--- src/rtl/td4_pkg.sv ---
// Shared constants and types for the TD4 4-bit CPU: opcodes, operand selects,
// active-low load masks and the run-control state encoding.
package td4_pkg;

   localparam logic [3:0] OP_ADD_A_IM = 4'b0000;
   localparam logic [3:0] OP_MOV_A_B  = 4'b0001;
   localparam logic [3:0] OP_IN_A     = 4'b0010;
   localparam logic [3:0] OP_MOV_A_IM = 4'b0011;
   localparam logic [3:0] OP_MOV_B_A  = 4'b0100;
   localparam logic [3:0] OP_ADD_B_IM = 4'b0101;
   localparam logic [3:0] OP_IN_B     = 4'b0110;
   localparam logic [3:0] OP_MOV_B_IM = 4'b0111;
   localparam logic [3:0] OP_OUT_B    = 4'b1001;
   localparam logic [3:0] OP_OUT_IM   = 4'b1011;
   localparam logic [3:0] OP_JNC      = 4'b1110;
   localparam logic [3:0] OP_JMP      = 4'b1111;

   localparam logic [1:0] SEL_A    = 2'b00;
   localparam logic [1:0] SEL_B    = 2'b01;
   localparam logic [1:0] SEL_IN   = 2'b10;
   localparam logic [1:0] SEL_ZERO = 2'b11;

   // Load masks are active-low: a 0 bit selects the destination register.
   localparam logic [3:0] LD_A    = 4'b1110;
   localparam logic [3:0] LD_B    = 4'b1101;
   localparam logic [3:0] LD_OUT  = 4'b1011;
   localparam logic [3:0] LD_PC   = 4'b0111;
   localparam logic [3:0] LD_NONE = 4'b1111;

   typedef enum logic {HALT, RUN} run_state_e;

   // 4-bit add returning {carry, sum}.
   function automatic logic [4:0] td4_add(input logic [3:0] x, input logic [3:0] y);
      return {1'b0, x} + {1'b0, y};
   endfunction

endpackage

--- src/rtl/td4_if.sv ---
// Decoder/ROM <-> execute-stage bus: instruction fetch, op/carry to the decoder,
// and the decoder's operand select and load strobes back.
interface td4_if;
   logic [3:0] pc;
   logic [7:0] rom_data;
   logic [3:0] op;
   logic       c;
   logic [1:0] sel;
   logic [3:0] ld;

   modport master (input pc, op, c, output rom_data, sel, ld);
   modport slave  (output pc, op, c, input rom_data, sel, ld);
endinterface

--- src/rtl/td4_run_ctrl.sv ---
// Run/step controller: decides in which cycles an instruction commits, either at
// a divided clock rate while running or once per step rising edge while halted.
module td4_run_ctrl
   import td4_pkg::*;
#(
   parameter int unsigned CYCLE_DIV     = 1,
   parameter bit          START_RUNNING = 1'b0
) (
   input  logic clk,
   input  logic rst_n,
   input  logic run_en_i,
   input  logic step_i,
   output logic exe_o,
   output logic running_o
);

   localparam int unsigned     DivW    = (CYCLE_DIV > 1) ? $clog2(CYCLE_DIV) : 1;
   localparam logic [DivW-1:0] DivLast = DivW'(CYCLE_DIV - 1);
   localparam run_state_e      StReset = START_RUNNING ? RUN : HALT;

   run_state_e      state_q, state_d;
   logic [DivW-1:0] div_q, div_d;
   logic            step_q;
   logic            step_rise;
   logic            exe;

   assign step_rise = step_i & ~step_q;

   always_comb begin
      state_d = state_q;
      div_d   = div_q;
      exe     = 1'b0;
      unique case (state_q)
         HALT: begin
            // A step edge coinciding with the switch to RUN is swallowed.
            if (run_en_i) begin
               state_d = RUN;
               div_d   = '0;
            end else if (step_rise) begin
               exe = 1'b1;
            end
         end
         RUN: begin
            if (!run_en_i) begin
               state_d = HALT;
               div_d   = '0;
            end else if (div_q == DivLast) begin
               exe   = 1'b1;
               div_d = '0;
            end else begin
               div_d = div_q + DivW'(1);
            end
         end
      endcase
   end

   always_ff @(posedge clk or negedge rst_n) begin
      if (!rst_n) begin
         state_q <= StReset;
         div_q   <= '0;
         step_q  <= 1'b0;
      end else begin
         state_q <= state_d;
         div_q   <= div_d;
         step_q  <= step_i;
      end
   end

   // Forced low while reset is held so no commit can be reported mid-reset.
   assign exe_o     = exe & rst_n;
   assign running_o = (state_q == RUN);

endmodule

--- src/rtl/td4_datapath.sv ---
// TD4 execute stage: architectural registers, operand mux, 4-bit adder and
// commit logic, gated by the run/step controller.
module td4_datapath
   import td4_pkg::*;
#(
   parameter int unsigned CYCLE_DIV     = 1,
   parameter bit          START_RUNNING = 1'b0
) (
   input  logic       clk,
   input  logic       rst_n,
   input  logic       run_en_i,
   input  logic       step_i,
   input  logic [3:0] in_port_i,
   td4_if.slave       bus,
   output logic [3:0] out_port_o,
   output logic       exec_pulse_o,
   output logic       running_o
);

   logic [3:0] a_q, a_d;
   logic [3:0] b_q, b_d;
   logic [3:0] out_q, out_d;
   logic [3:0] pc_q, pc_d;
   logic       c_q, c_d;
   logic [3:0] imm;
   logic [3:0] mux;
   logic [4:0] sum5;
   logic       exe;

   td4_run_ctrl #(
      .CYCLE_DIV     (CYCLE_DIV),
      .START_RUNNING (START_RUNNING)
   ) u_run_ctrl (
      .clk       (clk),
      .rst_n     (rst_n),
      .run_en_i  (run_en_i),
      .step_i    (step_i),
      .exe_o     (exe),
      .running_o (running_o)
   );

   assign imm = bus.rom_data[3:0];

   always_comb begin
      mux = 4'h0;
      case (bus.sel)
         SEL_A:   mux = a_q;
         SEL_B:   mux = b_q;
         SEL_IN:  mux = in_port_i;
         default: mux = 4'h0;
      endcase
   end

   assign sum5 = td4_add(mux, imm);

   // Each test is written as ==1'b0 so an X load bit falls into hold/increment.
   always_comb begin
      a_d   = a_q;
      b_d   = b_q;
      out_d = out_q;
      pc_d  = pc_q;
      c_d   = c_q;
      if (exe) begin
         if (bus.ld[0] == 1'b0) a_d = sum5[3:0];
         if (bus.ld[1] == 1'b0) b_d = sum5[3:0];
         if (bus.ld[2] == 1'b0) out_d = sum5[3:0];
         if (bus.ld[3] == 1'b0) pc_d = sum5[3:0];
         else                   pc_d = pc_q + 4'd1;
         c_d = sum5[4];
      end
   end

   always_ff @(posedge clk or negedge rst_n) begin
      if (!rst_n) begin
         a_q   <= 4'h0;
         b_q   <= 4'h0;
         out_q <= 4'h0;
         pc_q  <= 4'h0;
         c_q   <= 1'b0;
      end else begin
         a_q   <= a_d;
         b_q   <= b_d;
         out_q <= out_d;
         pc_q  <= pc_d;
         c_q   <= c_d;
      end
   end

   assign bus.pc       = pc_q;
   assign bus.c        = c_q;
   assign bus.op       = bus.rom_data[7:4];
   assign out_port_o   = out_q;
   assign exec_pulse_o = exe;

endmodule

--- src/flat_wrapper.sv ---
// flat-port wrapper written by rule: the top's interface ports become plain ports
module td4_datapath_flat import td4_pkg::*;
#(
   parameter int unsigned CYCLE_DIV     = 1,
   parameter bit          START_RUNNING = 1'b0
)
  (clk, rst_n, run_en_i, step_i, in_port_i, out_port_o, exec_pulse_o, running_o, bus_pc, bus_op, bus_c, bus_rom_data, bus_sel, bus_ld);
  td4_if bus_i ();
  input  logic clk;
  input  logic rst_n;
  input  logic run_en_i;
  input  logic step_i;
  input  logic [3:0] in_port_i;
  output logic [3:0] out_port_o;
  output logic exec_pulse_o;
  output logic running_o;
  output wire logic [$bits(bus_i.pc)-1:0] bus_pc;
  output wire logic [$bits(bus_i.op)-1:0] bus_op;
  output wire logic [$bits(bus_i.c)-1:0] bus_c;
  input wire logic [$bits(bus_i.rom_data)-1:0] bus_rom_data;
  input wire logic [$bits(bus_i.sel)-1:0] bus_sel;
  input wire logic [$bits(bus_i.ld)-1:0] bus_ld;
  assign bus_pc = bus_i.pc;
  assign bus_op = bus_i.op;
  assign bus_c = bus_i.c;
  assign bus_i.rom_data = bus_rom_data;
  assign bus_i.sel = bus_sel;
  assign bus_i.ld = bus_ld;
  td4_datapath #(.CYCLE_DIV(CYCLE_DIV), .START_RUNNING(START_RUNNING)) u_core (.clk(clk), .rst_n(rst_n), .run_en_i(run_en_i), .step_i(step_i), .in_port_i(in_port_i), .bus(bus_i), .out_port_o(out_port_o), .exec_pulse_o(exec_pulse_o), .running_o(running_o));
endmodule
--- config.mk ---
export PLATFORM = sky130hd
export DESIGN_NAME = td4_datapath_flat
export DESIGN_NICKNAME = d
export VERILOG_FILES = /design/src/rtl/td4_pkg.sv /design/src/rtl/td4_if.sv /design/src/rtl/td4_run_ctrl.sv /design/src/rtl/td4_datapath.sv /design/src/flat_wrapper.sv
export SDC_FILE = /design/constraint.sdc
export NUM_CORES = 1
export LEC_CHECK = 0
export CAP_MARGIN = 20
export CORE_MARGIN = 4
export CORE_UTILIZATION = 49
export CTS_BUF_LIST = sky130_fd_sc_hd__clkbuf_2
export CTS_CLUSTER_SIZE = 20
export DETAILED_ROUTE_END_ITERATION = 7
export PLACE_DENSITY = 0.95
export SLEW_MARGIN = 30
export SYNTH_ARGS = -nofsm -noshare
export SYNTH_HDL_FRONTEND = slang
export SYNTH_HIERARCHICAL = 1
export SYNTH_SLANG_ARGS = --single-unit
--- constraint.sdc ---
create_clock -name clk -period 4.3 [get_ports clk]
set_input_delay 1.29 -clock clk [delete_from_list [all_inputs] [get_ports clk]]
set_output_delay 1.29 -clock clk [all_outputs]
set_load 0.005 [all_outputs]
==> flow_metrics.env, run 1 <==
export IMPL_antenna_found_initial=0
export IMPL_crit_path_start_kind="input pin"
export IMPL_ys_seq_area_share_pct=46.7
export IMPL_outcome="finished, final reports clean"
export IMPL_finalNonFillerCells=158
export IMPL_detail_route_wl_per_cell_um=13.7
export IMPL_cp_slowest_cell="or4b_1"
export IMPL_r2r_setup_slack_ns=2.27
export IMPL_ys_seq_elements=19
export IMPL_cts_tree="done"
export IMPL_p_comb_share_pct=40.7
export IMPL_p_sw_share_pct=33.2
export IMPL_htree_levels=1
export IMPL_die_y_um=53.6
export IMPL_setup_tns_ns=0
export IMPL_rows=16
export IMPL_grt_max_degree=20
export IMPL_final_nets=160
export IMPL_hold_ws_ns=0.507
export IMPL_gp_congestion=0.780
export IMPL_cp_cell_sequence="clkdlybuf4s50_1, or4b_1, a21boi_2, dlymetal6s2s_1"
export IMPL_reg2regPathDepth=9
export IMPL_grt_pass1_wl_mm=3.86
export IMPL_dieWidth_um=53.6
export IMPL_maxCapViolations=0
export IMPL_track_usage_pct=19.4
export IMPL_synth_cell_types=26
export IMPL_coreArea_um2=1960
export IMPL_slew_violations=0
export IMPL_syn_inst=102
export IMPL_rsz0062_at_grt="no"
export IMPL_setup_viol=0
export IMPL_synth_top_cell_area_share_pct=46.7
export IMPL_synth_area_per_cell_um2=9.97
export IMPL_ant_nets=0
export IMPL_synth_area_top_cells="dfrtp_1 47%, ha_1 6.2%, o21ai_0 5.9%"
export IMPL_synth_most_common_cell="dfrtp_1"
export IMPL_placed_cells=153
export IMPL_worst_slew_pin_slew_ns=0.357
export IMPL_clockBufferDepth=2
export IMPL_path_class="in2out"
export IMPL_final_hold_viol_count=0
export IMPL_fmax_mhz=255
export IMPL_first_pass_iters=4
export IMPL_via_per_inst=5.03
export IMPL_power_internal_uw=396
export IMPL_slew_headroom_pct=76.1
export IMPL_crit_fanout=3
export IMPL_worstSetupPathDepth=4
export IMPL_areaGrowthSynthToFinish_pct=31.4
export IMPL_min_path_cells=2
export IMPL_critPathMaxStageDelay_ns=0.55
export IMPL_yosys_warnings=6
export IMPL_initial_utilization_pct=51.8
export IMPL_syn_num_nets=130
export IMPL_portBuffers=28
export IMPL_drt_initial_drc_count=14
export IMPL_pwr_share_seq_pct=46.2
export IMPL_clock_sinks=19
export IMPL_overflow=0
export IMPL_drive_above_1_share_pct=10.7
export IMPL_power_uw=592
export IMPL_finalCriticalPeriod_ns=3.92
export IMPL_syn_area_um2=1020
export IMPL_hold_path_class="reg2reg"
export IMPL_drcViolationCount=0
export IMPL_synth_common_cells="19 x dfrtp_1, 14 x nand2_1, 12 x o21ai_0"
export IMPL_finalCritPeriodShare_pct=91.1
export IMPL_ir_drop_mv=0.278
export IMPL_clockPowerShare_pct=13.1
export IMPL_power_density_nw_per_um2=443
export IMPL_crit_buf_inv=2
export IMPL_grt_pass1_vias=854
export IMPL_arrival_ns=2.63
export IMPL_cp_top_family="buffers and inverters"
export IMPL_drt_total_wl_mm=2.17
export IMPL_async_reset_ff_share_pct=100
export IMPL_cts_made_buffers=3
export IMPL_power_switching_uw=196
export IMPL_dieArea_um2=2870
export IMPL_via_count=794
export IMPL_dp_hpwl_mm=1.73
export IMPL_path_clk_slew_ns=0.19
export IMPL_yosys_area_top_type="dfrtp_1"
export IMPL_synth_edf_count=0
export IMPL_skew_ns=0.0170
export IMPL_critPathRequiredTime_ns=3.01
export IMPL_clock_latency_ns=0.32
export IMPL_io_pins=37
export IMPL_insertedDiodeCount=0
export IMPL_end_kind="output pin"
export IMPL_root_buffer="clkbuf_2"
export IMPL_synthFlopType="dfrtp_1"
export IMPL_p_leak_uw=0.000620
## final cells by class
type | instances | area, um^2
clock inverters | 1 | 7.51
inverters | 5 | 18.8
fillers | 173 | 626
well taps | 27 | 33.8
flip-flops and latches | 19 | 475
multi-input cells | 72 | 480
repair buffers | 31 | 305
clock buffers | 3 | 15.0
## tightest hold or removal path, cell delays in order, from the launching register on
cell     delay (ns)
dfrtp_1        0.39
nand2_1        0.05
o21ai_0        0.06
## registers in the layout, summed over array words and instances, names as in the netlist
register,flops
u_core/u_run_ctrl/step_q,1
u_core/out_port_o,4
u_core/bus.c,1
u_core/a_q,4
u_core/u_run_ctrl/running_o,1
u_core/bus.pc,4
u_core/b_q,4
## metrics by stage
step	utilization (%)	setup WS, ns	instance area (um^2)
detailed placement	66.3	-0.0146	1300
CTS	67.6	0.0134	1330
floorplan	-	0.864	1020
global route	68.1	0.325	1340
global placement	66.3	0.0950	1300
finish	68.1	0.382	1340
## timing repair
action                     4_1_cts  5_1_grt
setup endpoints to repair        1        1
gates resized for setup          1        1
setup buffers                    0        1
pin swaps                        0        1
hold buffers                     0        0
## cell usage in the layout, fill, tap and decap left out, types with 3 or more instances in the layout
cell,instances
a21oi_1,7
buf_4,3
clkbuf_2,3
clkdlybuf4s50_1,27
dfrtp_1,19
ha_1,5
inv_1,5
mux2_2,4
mux2i_1,4
nand2_1,14
nand2b_1,3
nor2_1,8
o21ai_0,12
## per-layer routing
metal | GRT usage [%] | part of all wire [%]
met4 | 11.5 | 1.2
met5 | 0 | 0
met1 | 23.9 | 44
met2 | 31.4 | 51
met3 | 3.88 | 3.7
## final timing paths
check	startpoint	to
max in group asynchronous	rst_n	u_core/bus.c
min in group asynchronous	rst_n	u_core/u_run_ctrl/running_o
worst min-delay path	u_core/b_q[1]	u_core/b_q[1]
worst max register to register	u_core/b_q[1]	u_core/bus.pc[3]
worst min register to register	u_core/b_q[1]	u_core/b_q[1]
worst max-delay path	run_en_i	exec_pulse_o
## cells by family (layout without fill, tap and decap cells)
family,after synthesis,in the layout,synth area share [%]
multiplexers,8,8,8.36
buffers and inverters,11,40,6.40
adder cells (fa/ha/maj),6,6,8.12
flip-flops,19,19,46.7
AO/OA/AOI/OAI,27,27,15.1
XOR/XNOR,2,2,2.46
AND/OR/NAND/NOR,29,29,12.8
## power by group through the flow
stage	logic (uW)	registers, uW	clock network (uW)
5_1_grt	274	283	92.8
3_5_place_dp	241	278	0
4_1_cts	243	274	83.3
2_1_floorplan	129	274	0
3_3_place_gp	232	276	0
6_report	241	274	77.3
No activity file was read; power rests on OpenSTA's default activity.
==> inputs of run 2 (changes only) <==
--- a/config.mk
+++ b/config.mk
@@ -15,5 +15,4 @@
 export SLEW_MARGIN = 30
 export SYNTH_ARGS = -nofsm -noshare
 export SYNTH_HDL_FRONTEND = slang
-export SYNTH_HIERARCHICAL = 1
 export SYNTH_SLANG_ARGS = --single-unit
==> run 2 against run 1 <==
Net effect: combinational power up 16%; largest cell class unchanged; clock-buffer cell count up 1; sequential power up 7.7%; utilization down 0.37 points.
==> flow_metrics.env, run 2 <==
export IMPL_outcome="finished, final reports clean"
export IMPL_synth_most_common_cell="dfrtp_1"
export IMPL_end_kind="output pin"
export IMPL_dieWidth_um=54.0
export IMPL_drcViolationCount=0
export IMPL_layout_setup_ws_ns=0.220
export IMPL_crit_buf_inv=3
export IMPL_drt_initial_drc_count=4
export IMPL_fmax_mhz=245
export IMPL_cts_tree="done"
export IMPL_crit_top_cell="clkdlybuf4s50_1"
export IMPL_synth_top_cell_area_share_pct=45.8
export IMPL_coreArea_um2=1980
export IMPL_ctsResizeCount=0
export IMPL_areaGrowthSynthToFinish_pct=29.3
export IMPL_ys_seq_area_share_pct=45.8
export IMPL_hold_path_class="reg2reg"
export IMPL_synthFlopType="dfrtp_1"
export IMPL_critPathRequiredTime_ns=3.01
export IMPL_dieArea_um2=2920
export IMPL_rows=16
export IMPL_syn_num_nets=120
export IMPL_synth_area_top_cells="dfrtp_1 46%, mux2_2 13%, ha_1 6.0%"
export IMPL_finalCriticalPeriod_ns=4.08
export IMPL_clockBufferDepth=2
export IMPL_cp_top_family="buffers and inverters"
export IMPL_skew_ns=0.00376
export IMPL_postCtsHoldBufs=0
export IMPL_overflow=0
export IMPL_yosys_warnings=0
export IMPL_yosys_area_top_type="dfrtp_1"
export IMPL_slew_headroom_pct=72.5
export IMPL_setup_tns_ns=0
export IMPL_drt_total_wl_mm=2.18
export IMPL_via_count=772
export IMPL_syn_area_um2=1040
export IMPL_clockPowerShare_pct=11.8
export IMPL_cts_setup_buffers=0
export IMPL_root_buffer="clkbuf_2"
export IMPL_power_internal_uw=443
export IMPL_clock_sinks=19
export IMPL_ant_nets=0
export IMPL_fillers=137
export IMPL_p_leak_uw=0.000599
export IMPL_slew_violations=0
export IMPL_grt_pass1_wl_mm=3.71
export IMPL_grt_pass1_vias=838
export IMPL_final_nets=148
export IMPL_via_per_inst=5.29
export IMPL_synth_edf_count=0
export IMPL_insertedDiodeCount=0
export IMPL_finalCritPeriodShare_pct=94.9
export IMPL_cp_slowest_cell="clkdlybuf4s50_1"
export IMPL_clock_latency_ns=0.30
export IMPL_detail_route_wl_per_cell_um=14.9
export IMPL_placed_cells=142
export IMPL_portBuffers=28
export IMPL_cp_cell_sequence="clkdlybuf4s50_1, nor4b_4, o21ai_2, inv_1, clkdlybuf4s50_1"
export IMPL_dp_worst_setup_slack_ns=0.210
export IMPL_final_hold_viol_count=0
export IMPL_synth_area_per_cell_um2=11.3
export IMPL_drive_above_1_share_pct=16.8
export IMPL_p_sw_share_pct=31.8
export IMPL_grt_max_degree=21
export IMPL_path_clk_slew_ns=0.16
export IMPL_htree_levels=1
export IMPL_crit_path_start_kind="input pin"
export IMPL_ir_drop_mv=0.355
export IMPL_async_reset_ff_share_pct=100
export IMPL_die_y_um=54.0
export IMPL_syn_inst=92
export IMPL_r2r_setup_slack_ns=2.32
export IMPL_gp_congestion=0.767
export IMPL_power_switching_uw=207
export IMPL_setup_viol=0
export IMPL_finalNonFillerCells=146
export IMPL_final_cell_mix="28 x clkdlybuf4s50_1, 19 x dfrtp_1, 12 x mux2_2"
export IMPL_critPathMaxStageDelay_ns=0.50
export IMPL_path_class="in2out"
export IMPL_rsz0062_at_grt="no"
export IMPL_initial_utilization_pct=52.4
export IMPL_ys_seq_elements=19
export IMPL_p_comb_share_pct=42.9
export IMPL_power_density_nw_per_um2=484
export IMPL_maxCapViolations=0
export IMPL_worst_slew_pin_slew_ns=0.409
export IMPL_pwr_share_seq_pct=45.3
export IMPL_final_common_cell="clkdlybuf4s50_1"
export IMPL_antenna_found_initial=0
export IMPL_synth_common_cells="19 x dfrtp_1, 12 x mux2_2, 8 x nand2_1, 8 x o21ai_0, 6 x mux2i_1"
export IMPL_first_pass_iters=4
export IMPL_crit_fanout=3
export IMPL_arrival_ns=2.79
export IMPL_synth_cell_types=25
export IMPL_dp_hpwl_mm=1.79
export IMPL_io_pins=37
export IMPL_cts_made_buffers=3
export IMPL_track_usage_pct=17.8
-- run 2: cell count changes after synthesis, moves of 2 or more --
cell	previous run	this run
mux2_2	4	12
nand2_1	14	8
a21oi_1	7	3
o21ai_0	12	8
nand2b_1	3	0
nor2_1	8	5
inv_1	5	3
mux2i_1	4	6
nand3_1	1	3
o21ai_1	2	0
-- run 2: worst register-to-register path, cell delays in order (launching register included) --
cell	delay, ns
dfrtp_1	0.38
mux2i_1	0.07
o21ai_0	0.34
ha_1	0.31
a21o_1	0.15
a21oi_1	0.18
xnor2_1	0.17
mux2_2	0.30
-- run 2: area by class of cell --
cell class | instances | area [um^2] | area share (%)
sequential | 19 | 475 | 35.4
multi-input combinational | 63 | 507 | 37.7
clock buffer | 4 | 20.0 | 1.49
inverter | 3 | 11.3 | 0.839
tap | 27 | 33.8 | 2.52
timing repair buffer | 30 | 295 | 22.0
-- run 2: power groups by stage --
stage	sequential [uW]	combinational [uW]	clock [uW]
after CTS	295	282	78.5
final	295	279	76.4
after detailed placement	299	281	0
after global placement	295	268	0
after floorplan	293	149	0
after global routing	307	310	89.1
-- run 2: layer usage --
layer / vias to the layer above / track usage (%) / part of all wire [%]
met4: 0 / 5.39 / 1.1
met5: - / 0 / 0
met3: 4 / 4.16 / 5.1
met2: 22 / 31.9 / 51
met1: 367 / 21.1 / 43
li1: 379 / - / -
-- run 2: metrics by stage --
| stage | utilization [%] | cell area [um^2] | hold slack, ns | total power [uW] |
|---|---|---|---|---|
| CTS | 67.7 | 1340 | 0.518 | 655 |
| global route | 67.7 | 1340 | 0.554 | 706 |
| finish | 67.7 | 1340 | 0.506 | 650 |
| floorplan | - | 1040 | 0.471 | 442 |
| detailed placement | 66.7 | 1320 | 0.480 | 579 |
| global placement | 66.7 | 1320 | 0.461 | 563 |
-- run 2: cells by family after synthesis --
family / count (synthesis) / share of synthesized area, %
AOI/OAI and AO/OA: 17 / 10.1
and+or+nand+nor: 20 / 10.2
buffers and inverters: 10 / 5.42
adders and majority gates: 6 / 7.95
muxes: 18 / 18.8
xor gates and xnor gates: 2 / 1.69
DFF: 19 / 45.8
-- run 2: worst paths after layout --
kind                                from            end  cells after the start
min reg2reg                 u_core.bus.c   u_core.bus.c                      2
max reg2reg                u_core.b_q[1]  u_core.a_q[3]                      7
max in group asynchronous          rst_n  u_core.b_q[2]                      2
max                             run_en_i   exec_pulse_o                      5
min in group asynchronous          rst_n  u_core.a_q[2]                      2
min                         u_core.bus.c   u_core.bus.c                      2
